<file path="config.mk">
export PLATFORM = sky130hd
export DESIGN_NAME = cdb_rr_arbiter_flat
export DESIGN_NICKNAME = d
export VERILOG_FILES = /design/src/rtl/cdb_rr_arbiter_pkg.sv /design/src/rtl/cdb_rr_arbiter_if.sv /design/src/rtl/cdb_rr_arbiter_grant_sel.sv /design/src/rtl/cdb_rr_arbiter.sv /design/src/flat_wrapper.sv
export SDC_FILE = /design/constraint.sdc
export NUM_CORES = 1
export LEC_CHECK = 0
export ABC_AREA = 1
export BUFFER_PORTS_ARGS = -buffer_cell sky130_fd_sc_hd__buf_2
export CAP_MARGIN = 5
export CORE_AREA = 2 2 148 150
export CTS_CLUSTER_DIAMETER = 150
export DETAILED_ROUTE_END_ITERATION = 10
export DIE_AREA = 0 0 150 152
export GPL_ROUTABILITY_DRIVEN = 0
export PLACE_DENSITY_LB_ADDON = 0.25
export SLEW_MARGIN = 15
export SYNTH_ARGS = -nofsm -noshare
export SYNTH_HDL_FRONTEND = slang
export SYNTH_SLANG_ARGS = --single-unit
</file>
<file path="constraint.sdc">
create_clock -name clk_i -period 3.6 [get_ports clk_i]
set_clock_uncertainty 0.1 [all_clocks]
set_input_delay 0.36 -clock clk_i [delete_from_list [all_inputs] [get_ports clk_i]]
set_output_delay 0.36 -clock clk_i [all_outputs]
set_load 0.1 [all_outputs]
</file>
<file path="src/rtl/cdb_rr_arbiter_pkg.sv">
// Shared configuration and execution-pipe types for the CDB arbiter slice.
//   len5_config_pkg : core-wide sizing (MAX_EU_N)
//   expipe_pkg      : execution-unit indices, CDB payload type, CDB_SRC_LEN
package len5_config_pkg;
  localparam int MAX_EU_N = 8;
endpackage

package expipe_pkg;
  import len5_config_pkg::*;

  // Requester indices on the CDB
  localparam int EU_LOAD_BUFFER  = 0;
  localparam int EU_STORE_BUFFER = 1;
  localparam int EU_BRANCH_UNIT  = 2;
  localparam int EU_INT_ALU      = 3;
  localparam int EU_INT_MULT     = 4;
  localparam int EU_INT_DIV      = 5;
  localparam int EU_FPU          = 6;
  localparam int EU_CSR          = 7;

  localparam int CDB_SRC_LEN = $clog2(MAX_EU_N);

  typedef struct packed {
    logic [5:0]  tag;            // ROB entry the result belongs to
    logic [31:0] value;
    logic        except_raised;
  } cdb_data_t;
endpackage

</file>
<file path="src/rtl/cdb_rr_arbiter_if.sv">
// CDB arbiter bus: execution-unit request/grant lanes plus the ROB-side
// broadcast. Signal names carry the arbiter's point of view (_i into it).
//   slave  : arbiter side
//   master : execution units / ROB side (and testbench)
interface cdb_rr_arbiter_if
  import expipe_pkg::*;
#(
  parameter int EU_N  = len5_config_pkg::MAX_EU_N,
  parameter int SRC_W = (EU_N > 1) ? $clog2(EU_N) : 1
);
  logic      [EU_N-1:0] eu_valid_i;
  logic      [EU_N-1:0] eu_ready_o;
  cdb_data_t [EU_N-1:0] eu_data_i;
  logic                 rob_ready_i;
  logic                 cdb_valid_o;
  cdb_data_t            cdb_data_o;
  logic      [SRC_W-1:0] cdb_src_o;

  modport slave (
    input  eu_valid_i, eu_data_i, rob_ready_i,
    output eu_ready_o, cdb_valid_o, cdb_data_o, cdb_src_o
  );
  modport master (
    output eu_valid_i, eu_data_i, rob_ready_i,
    input  eu_ready_o, cdb_valid_o, cdb_data_o, cdb_src_o
  );
endinterface

</file>
<file path="src/rtl/cdb_rr_arbiter_grant_sel.sv">
// rr_grant_sel: combinational wrap-around priority search.
//   req_i : request vector
//   ptr_i : highest-priority index this cycle
//   gnt_o : one-hot grant (zero if no request)
//   idx_o : encoded grant index
//   any_o : at least one request present
module rr_grant_sel #(
  parameter int N = 8,
  parameter int W = 3
) (
  input  logic [N-1:0] req_i,
  input  logic [W-1:0] ptr_i,
  output logic [N-1:0] gnt_o,
  output logic [W-1:0] idx_o,
  output logic         any_o
);
  // Scan from the farthest position back toward ptr so the last hit,
  // i.e. the one closest to ptr going upward, is what remains.
  always_comb begin
    gnt_o = '0;
    idx_o = '0;
    any_o = 1'b0;
    for (int i = N - 1; i >= 0; i--) begin
      if (req_i[(int'(ptr_i) + i) % N]) begin
        gnt_o = '0;
        gnt_o[(int'(ptr_i) + i) % N] = 1'b1;
        idx_o = W'((int'(ptr_i) + i) % N);
        any_o = 1'b1;
      end
    end
  end
endmodule

</file>
<file path="src/rtl/cdb_rr_arbiter.sv">
// cdb_rr_arbiter: round-robin Common Data Bus arbiter with a registered
// broadcast stage feeding the ROB and reservation stations.
//   clk_i   : clock, rising edge
//   rst_i   : synchronous active-high reset
//   flush_i : misprediction/exception flush, kills the output entry
//   bus     : cdb_rr_arbiter_if.slave (EU request/grant, ROB ready, CDB out)
// Optional macro LEN5_CDB_BRANCH_PRIO_EN: the branch unit (BRANCH_IDX)
// pre-empts round-robin whenever it requests; the pointer is left alone.
module cdb_rr_arbiter
  import expipe_pkg::*;
#(
  parameter int EU_N       = len5_config_pkg::MAX_EU_N,
  parameter int BRANCH_IDX = expipe_pkg::EU_BRANCH_UNIT
) (
  input  logic              clk_i,
  input  logic              rst_i,
  input  logic              flush_i,
  cdb_rr_arbiter_if.slave   bus
);
  localparam int SRC_W = (EU_N > 1) ? $clog2(EU_N) : 1;

  logic             out_valid_q, out_valid_d;
  cdb_data_t        out_data_q,  out_data_d;
  logic [SRC_W-1:0] out_src_q,   out_src_d;
  logic [SRC_W-1:0] rr_ptr_q,    rr_ptr_d;

  logic [EU_N-1:0]  sel_gnt;
  logic [SRC_W-1:0] sel_idx;
  logic             sel_any;

  logic [EU_N-1:0]  win_gnt;
  logic [SRC_W-1:0] win_idx;
  logic             win_any;
  logic             win_prio;
  logic             reg_free;
  logic             grant_ok;

  rr_grant_sel #(.N(EU_N), .W(SRC_W)) u_sel (
    .req_i (bus.eu_valid_i),
    .ptr_i (rr_ptr_q),
    .gnt_o (sel_gnt),
    .idx_o (sel_idx),
    .any_o (sel_any)
  );

`ifdef LEN5_CDB_BRANCH_PRIO_EN
  assign win_prio = bus.eu_valid_i[BRANCH_IDX];
  assign win_gnt  = win_prio ? (EU_N'(1) << BRANCH_IDX) : sel_gnt;
  assign win_idx  = win_prio ? SRC_W'(BRANCH_IDX) : sel_idx;
  assign win_any  = sel_any;
`else
  logic unused_branch_idx;
  assign unused_branch_idx = (BRANCH_IDX < EU_N);
  assign win_prio = 1'b0;
  assign win_gnt  = sel_gnt;
  assign win_idx  = sel_idx;
  assign win_any  = sel_any;
`endif

  // rob_ready_i reaches the grant combinationally so a retiring entry can
  // be replaced in the same edge; the broadcast itself stays registered.
  assign reg_free       = !out_valid_q || bus.rob_ready_i;
  assign grant_ok       = reg_free && !flush_i && !rst_i;
  assign bus.eu_ready_o = (grant_ok && win_any) ? win_gnt : '0;

  always_comb begin
    out_valid_d = out_valid_q;
    out_data_d  = out_data_q;
    out_src_d   = out_src_q;
    rr_ptr_d    = rr_ptr_q;
    if (flush_i) begin
      out_valid_d = 1'b0;
    end else if (reg_free) begin
      if (win_any) begin
        out_valid_d = 1'b1;
        out_data_d  = bus.eu_data_i[win_idx];
        out_src_d   = win_idx;
        if (!win_prio)
          rr_ptr_d = (win_idx == SRC_W'(EU_N - 1)) ? '0 : win_idx + SRC_W'(1);
      end else begin
        out_valid_d = 1'b0;
      end
    end
  end

  always_ff @(posedge clk_i) begin
    if (rst_i) begin
      out_valid_q <= 1'b0;
      out_data_q  <= '0;
      out_src_q   <= '0;
      rr_ptr_q    <= '0;
    end else begin
      out_valid_q <= out_valid_d;
      out_data_q  <= out_data_d;
      out_src_q   <= out_src_d;
      rr_ptr_q    <= rr_ptr_d;
    end
  end

  assign bus.cdb_valid_o = out_valid_q;
  assign bus.cdb_data_o  = out_data_q;
  assign bus.cdb_src_o   = out_src_q;
endmodule

</file>
<file path="src/flat_wrapper.sv">
// flat-port wrapper written by rule: the top's interface ports become plain ports
module cdb_rr_arbiter_flat import expipe_pkg::*;
#(
  parameter int EU_N       = len5_config_pkg::MAX_EU_N,
  parameter int BRANCH_IDX = expipe_pkg::EU_BRANCH_UNIT
)
  (clk_i, rst_i, flush_i, bus_eu_valid_i, bus_eu_data_i, bus_rob_ready_i, bus_eu_ready_o, bus_cdb_valid_o, bus_cdb_data_o, bus_cdb_src_o);
  cdb_rr_arbiter_if #(.EU_N(EU_N)) bus_i ();
  input  logic clk_i;
  input  logic rst_i;
  input  logic flush_i;
  input wire logic [$bits(bus_i.eu_valid_i)-1:0] bus_eu_valid_i;
  input wire logic [$bits(bus_i.eu_data_i)-1:0] bus_eu_data_i;
  input wire logic [$bits(bus_i.rob_ready_i)-1:0] bus_rob_ready_i;
  output wire logic [$bits(bus_i.eu_ready_o)-1:0] bus_eu_ready_o;
  output wire logic [$bits(bus_i.cdb_valid_o)-1:0] bus_cdb_valid_o;
  output wire logic [$bits(bus_i.cdb_data_o)-1:0] bus_cdb_data_o;
  output wire logic [$bits(bus_i.cdb_src_o)-1:0] bus_cdb_src_o;
  assign bus_i.eu_valid_i = bus_eu_valid_i;
  assign bus_i.eu_data_i = bus_eu_data_i;
  assign bus_i.rob_ready_i = bus_rob_ready_i;
  assign bus_eu_ready_o = bus_i.eu_ready_o;
  assign bus_cdb_valid_o = bus_i.cdb_valid_o;
  assign bus_cdb_data_o = bus_i.cdb_data_o;
  assign bus_cdb_src_o = bus_i.cdb_src_o;
  cdb_rr_arbiter #(.EU_N(EU_N), .BRANCH_IDX(BRANCH_IDX)) u_core (.clk_i(clk_i), .rst_i(rst_i), .flush_i(flush_i), .bus(bus_i));
endmodule
</file>
# Word level (Yosys, flattened, before mapping)
# Cells that the tools add are included.
[classes]
muxes = 68
reduce_logical = 24
eq_ne = 1
n_lt_le_gt_ge = 17
bitwise = 8
addsub = 8
[ops]
columns = ["operator", "n"]
rows = [
  ["binary-select mux 39 bit (select 3 bit)", 1],
  ["2-to-1 mux 8 bit", 9],
  ["2-to-1 mux 39 bit", 1],
  ["< comparator 4 x 5 -> 1 bit, second input constant", 7],
  ["2-to-1 mux 1 bit", 32],
  [">= comparator 4 x 1 -> 1 bit, second input constant", 7],
  ["2-to-1 mux 3 bit", 9],
  ["binary-select mux 1 bit (select 3 bit)", 8],
  ["demux 1 bit (select 3 bit)", 8],
  ["OR reduction 3 bit", 7],
  ["adder 3 bit, second input constant", 4],
  ["logical AND 1 bit", 11],
  ["< comparator 3 x 4 -> 1 bit, second input constant", 2],
  ["bitwise AND 1 bit, first input constant", 7],
  ["adder 3 x 1 -> 3 bit, second input constant", 2],
  ["adder 3 x 2 -> 3 bit, second input constant", 2],
  ["== test 3 bit, second input constant", 1],
  [">= comparator 3 x 1 -> 1 bit, second input constant", 1],
  ["logical NOT 1 bit", 3],
  ["AND reduction 3 bit", 1],
  ["OR reduction 2 bit", 1],
  ["logical OR 1 bit", 1],
  ["inverter 1 bit", 1],
]
[totals]
elab_cells = 132
input_bits = 324
register_bits = 46
out_inout_bits = 51

# Logic depth before layout (Yosys ltp)
[depth]
word_depth = 16
mapped_depth = 26
depth_no_buf = 22

# By module
# Synthesis repeated with hierarchy kept, for this count alone.
[unflattened]
hier_cells = 1569
area_unflattened_um2 = 7384.6
[modules_own_cells]
columns = ["module", "area_each_um2", "cells_per_inst", "n_inst"]
rows = [
  ["cdb_rr_arbiter", 5805.6, 1253, 1],
  ["rr_grant_sel", 1579.0, 316, 1],
]

# Worst setup path before layout
# No wires, ideal clock.
[synth_path]
kind = "flip-flop to output port"
start = "register u_core.rr_ptr_q[0]"
end = "output bus_eu_ready_o[6]"
slack_ns = -1.341
path_buffers = 2
t_arrival_ns = 4.481
t_required_ns = 3.140
path_stages_with_launch = 16
cell_sequence = "dfxtp_1 > inv_2 > buf_6 > clkbuf_1 > ha_1 > inv_1 > nand3_1 > nand2_1 > nor2_1 > inv_2 > nand2_2 > nor2_1 > nand3_1 > nand2_1 > nor2_1 > a21boi_0"
[synth_via]
elab_chain_len = 16
elab_cells_between_ends = 102
cone_classes = "add/sub: 7; order compare: 16; mux: 56; bitwise: 7; reduce/logical: 16"
[synth_rtl]
columns = ["element", "line_no", "rtl"]
rows = [
  ["start: declaration", "cdb_rr_arbiter.sv:25", "logic [SRC_W-1:0] rr_ptr_q, rr_ptr_d;"],
  ["start signal: assignment", "cdb_rr_arbiter.sv:96", "rr_ptr_q <= rr_ptr_d;"],
  ["adder 3 bit", "cdb_rr_arbiter_grant_sel.sv:24, cdb_rr_arbiter_grant_sel.sv:26", ""],
  ["OR reduction 3 bit (no line)", "--", ""],
  ["bitwise AND 1 bit (no line)", "--", ""],
  ["< comparator 4 x 5 -> 1 bit (not written as such) / >= comparator 4 x 1 -> 1 bit (equally long branches)", "cdb_rr_arbiter_grant_sel.sv:26", "gnt_o[(int'(ptr_i) + i) % N] = 1'b1;"],
  ["logical AND 1 bit (not written as such)", "cdb_rr_arbiter_grant_sel.sv:26", ""],
  ["2-to-1 mux 1 bit (not written as such)", "cdb_rr_arbiter_grant_sel.sv:26", ""],
  ["demux 1 bit (select 3 bit)", "cdb_rr_arbiter_grant_sel.sv:26", ""],
  ["2-to-1 mux 8 bit (8 in a row)", "cdb_rr_arbiter_grant_sel.sv:24", "if (req_i[(int'(ptr_i) + i) % N]) begin"],
  ["2-to-1 mux 8 bit (*)", "cdb_rr_arbiter.sv:64", "assign bus.eu_ready_o = (grant_ok && win_any) ? win_gnt : '0;"],
  ["end: declaration", "flat_wrapper.sv:15", "output wire logic [$bits(bus_i.eu_ready_o)-1:0] bus_eu_ready_o;"],
]
# Mark *: on every way between the ends. The rest lies on a longest branch, timed or not. The select of a mux whose other input is x is not followed.

# Final worst setup path
[layout_path]
start = "register u_core.rr_ptr_q[1]"
end = "output bus_eu_ready_o[5]"
# The elaborated chain is that of the path after synthesis.

==> flow_summary.ini <==
[status]
status = complete, no violations

[routing]
routed_wl_um = 29700
first_iter_violations = 705
remaining_drc_errors = 0
drtPass1Iterations = 5
postRouteAntennaNets = 0
num_vias = 9228
drt-vias-per-instance = 5.01
wl_per_cell_um = 16.1

[finish]
layout_commonest_cell = nand2_1
finalNonFillerCells = 1843
drive_gt1_frac = 0.288
stdcell_area_um2 = 8600
area_growth_pct = 39.0
layout_common_cells = nand2_1 (512), buf_2 (366), nand3_1 (243)
fin_nets = 1888

[sta]
tightest_slew_ns = 0.565
period_minus_slack_ns = 3.33
layout_setup_ws_ns = 0.269
tns_ns = 0
drv_slew = 0
max-slew-margin-rel = 0.623
final-hold-violation-count = 0
rsz0062_at_grt = no
fmax_mhz = 300
finalSetupViolations = 0
fin_crit_sh = 0.925

[placed_design]
place_inst = 1830
hpwl_um = 23000
post-place-ws_ns = 0.382
port_buffers = 374
place_area_um2 = 8430

[global_routing]
grt_pass1_wl_um = 45900
grt_max_degree = 83
grt_pass1_vias = 8524
overflow = 0
grt.total_usage = 0.254
antenna_found_initial = 8

[floorplan]
fp.dieW_um = 150
start_util = 0.290
ios = 375
die_h_um = 152
die-area_um2 = 22800
num_rows = 54
core-area_um2 = 21400

[synth]
yosys_warnings = 0
syn_nets = 1566
syn-cell-area_um2 = 6180
syn_inst = 1235
syn_area_per_cell_um2 = 5.01
synth_seq_area_share = 0.149
ys_seq_elements = 46
ys_types = 26

[setup_path]
crit_slowest_cell = dfxtp_1
crit_path_max_incr_delay_ns = 0.31
worstPathMaxFanout = 12
path_class = reg2out
cp.required_ns = 3.14
startpoint_type = register
cp.arrival_ns = 2.87
path_buf_inv = 4
cp_cell_sequence = inv_2 -> ha_1 -> buf_4 -> nand3_1 -> nand2_1 -> nor2_1 -> inv_2 -> nand2_2 -> nor2_1 -> nand3_1 -> nand2_1 -> nor2_2 -> o211ai_1 -> a21oi_4 -> buf_12
end_kind = output port
path_delay_family = simple AND/OR/NAND/NOR gates

[clock_tree]
clk_path_buf_depth = 2
ctsResizeCount = 0
cts_hold_buf = 0
clkTransAtPathRegs_ns = 0.06
cts_made_buffers = 5
cts_num_sinks = 46
cts_setup_buffers = 0
cts-root-buf = clkbuf_16
cts_tree = done
clock_latency_ns = 0.29
h-tree-depth = 2

[run]
cap_violations = 0

[hold_path]
hold_class = in2reg
[logic make-up (layout without fill, tap and decap cells)]
group	after synthesis	after routing	share of synthesized area
simple gates	908	908	0.611
buf+inv	158	481	0.120
compound gates	116	116	0.105
flops	46	46	0.149
fa+ha+maj	7	7	0.0142
other cells	0	5	0
[cells in the mapped netlist, drive strengths merged]
library cell  number  area [µm²]
inv               74         278
nor2             135         517
nand2            524        2010
a31oi              2        12.5
nor3               3        15.0
clkbuf            15        56.3
dfxtp             46         921
ha                 7        87.6
o211ai             9        67.6
a211oi             1        7.51
buf               69         409
o221ai             8        70.1
a21oi             83         427
nand3            246        1240
a21boi             1        7.51
o21ai             12        60.1
[state kept, by name (all words and copies together) (netlist names)]
name,cells
u_core.bus.cdb_data_o,39
u_core.bus.cdb_valid_o,1
u_core.rr_ptr_q,3
u_core.bus.cdb_src_o,3
[stage by stage]
| step | hold WS (ns) | utilization |
|---|---|---|
| finish | 0.141 | 0.403 |
| global route | 0.144 | 0.403 |
| CTS | 0.129 | 0.402 |
| detailed placement | 0.378 | 0.395 |
| global placement | 0.368 | 0.395 |
| floorplan | 0.339 | - |
[worst paths after layout]
check                                                     startpoint                                     end  slack, ns  depth (start not counted)
worst max-delay path                 u_core.rr_ptr_q[1]$_SDFFE_PP0P_                       bus_eu_ready_o[5]       0.27                         15
worst max register to register       u_core.rr_ptr_q[0]$_SDFFE_PP0P_  u_core.bus.cdb_data_o[25]$_SDFFE_PP0P_       0.45                         22
worst min-delay path                                         flush_i     u_core.bus.cdb_valid_o$_SDFFE_PP0N_       0.14                          2
worst min register to register  u_core.bus.cdb_src_o[0]$_SDFFE_PP0P_    u_core.bus.cdb_src_o[0]$_SDFFE_PP0P_       0.40                          2
[layer usage]
layer | vias up | GRT usage | share of wire
met2 | 426 | 0.425 | 0.48
met3 | 74 | 0.0414 | 0.076
li1 | 4608 | - | -
met5 | - | 0 | 0.0011
met4 | 6 | 0.0993 | 0.039
met1 | 4114 | 0.324 | 0.41
[cell type report]
cell class | count | area, µm²
Fill cell | 2466 | 12800
Multi-Input combinational cell | 1031 | 4630
Timing Repair Buffer | 399 | 2260
Sequential cell | 46 | 922
Tap cell | 280 | 350
Inverter | 74 | 280
Clock buffer | 7 | 143
Antenna cell | 5 | 12.5
Clock inverter | 1 | 5.00
Power is left out: the tool's default activity adds up to more than one toggle a clock period on the data nets, which glitch-free logic cannot reach.
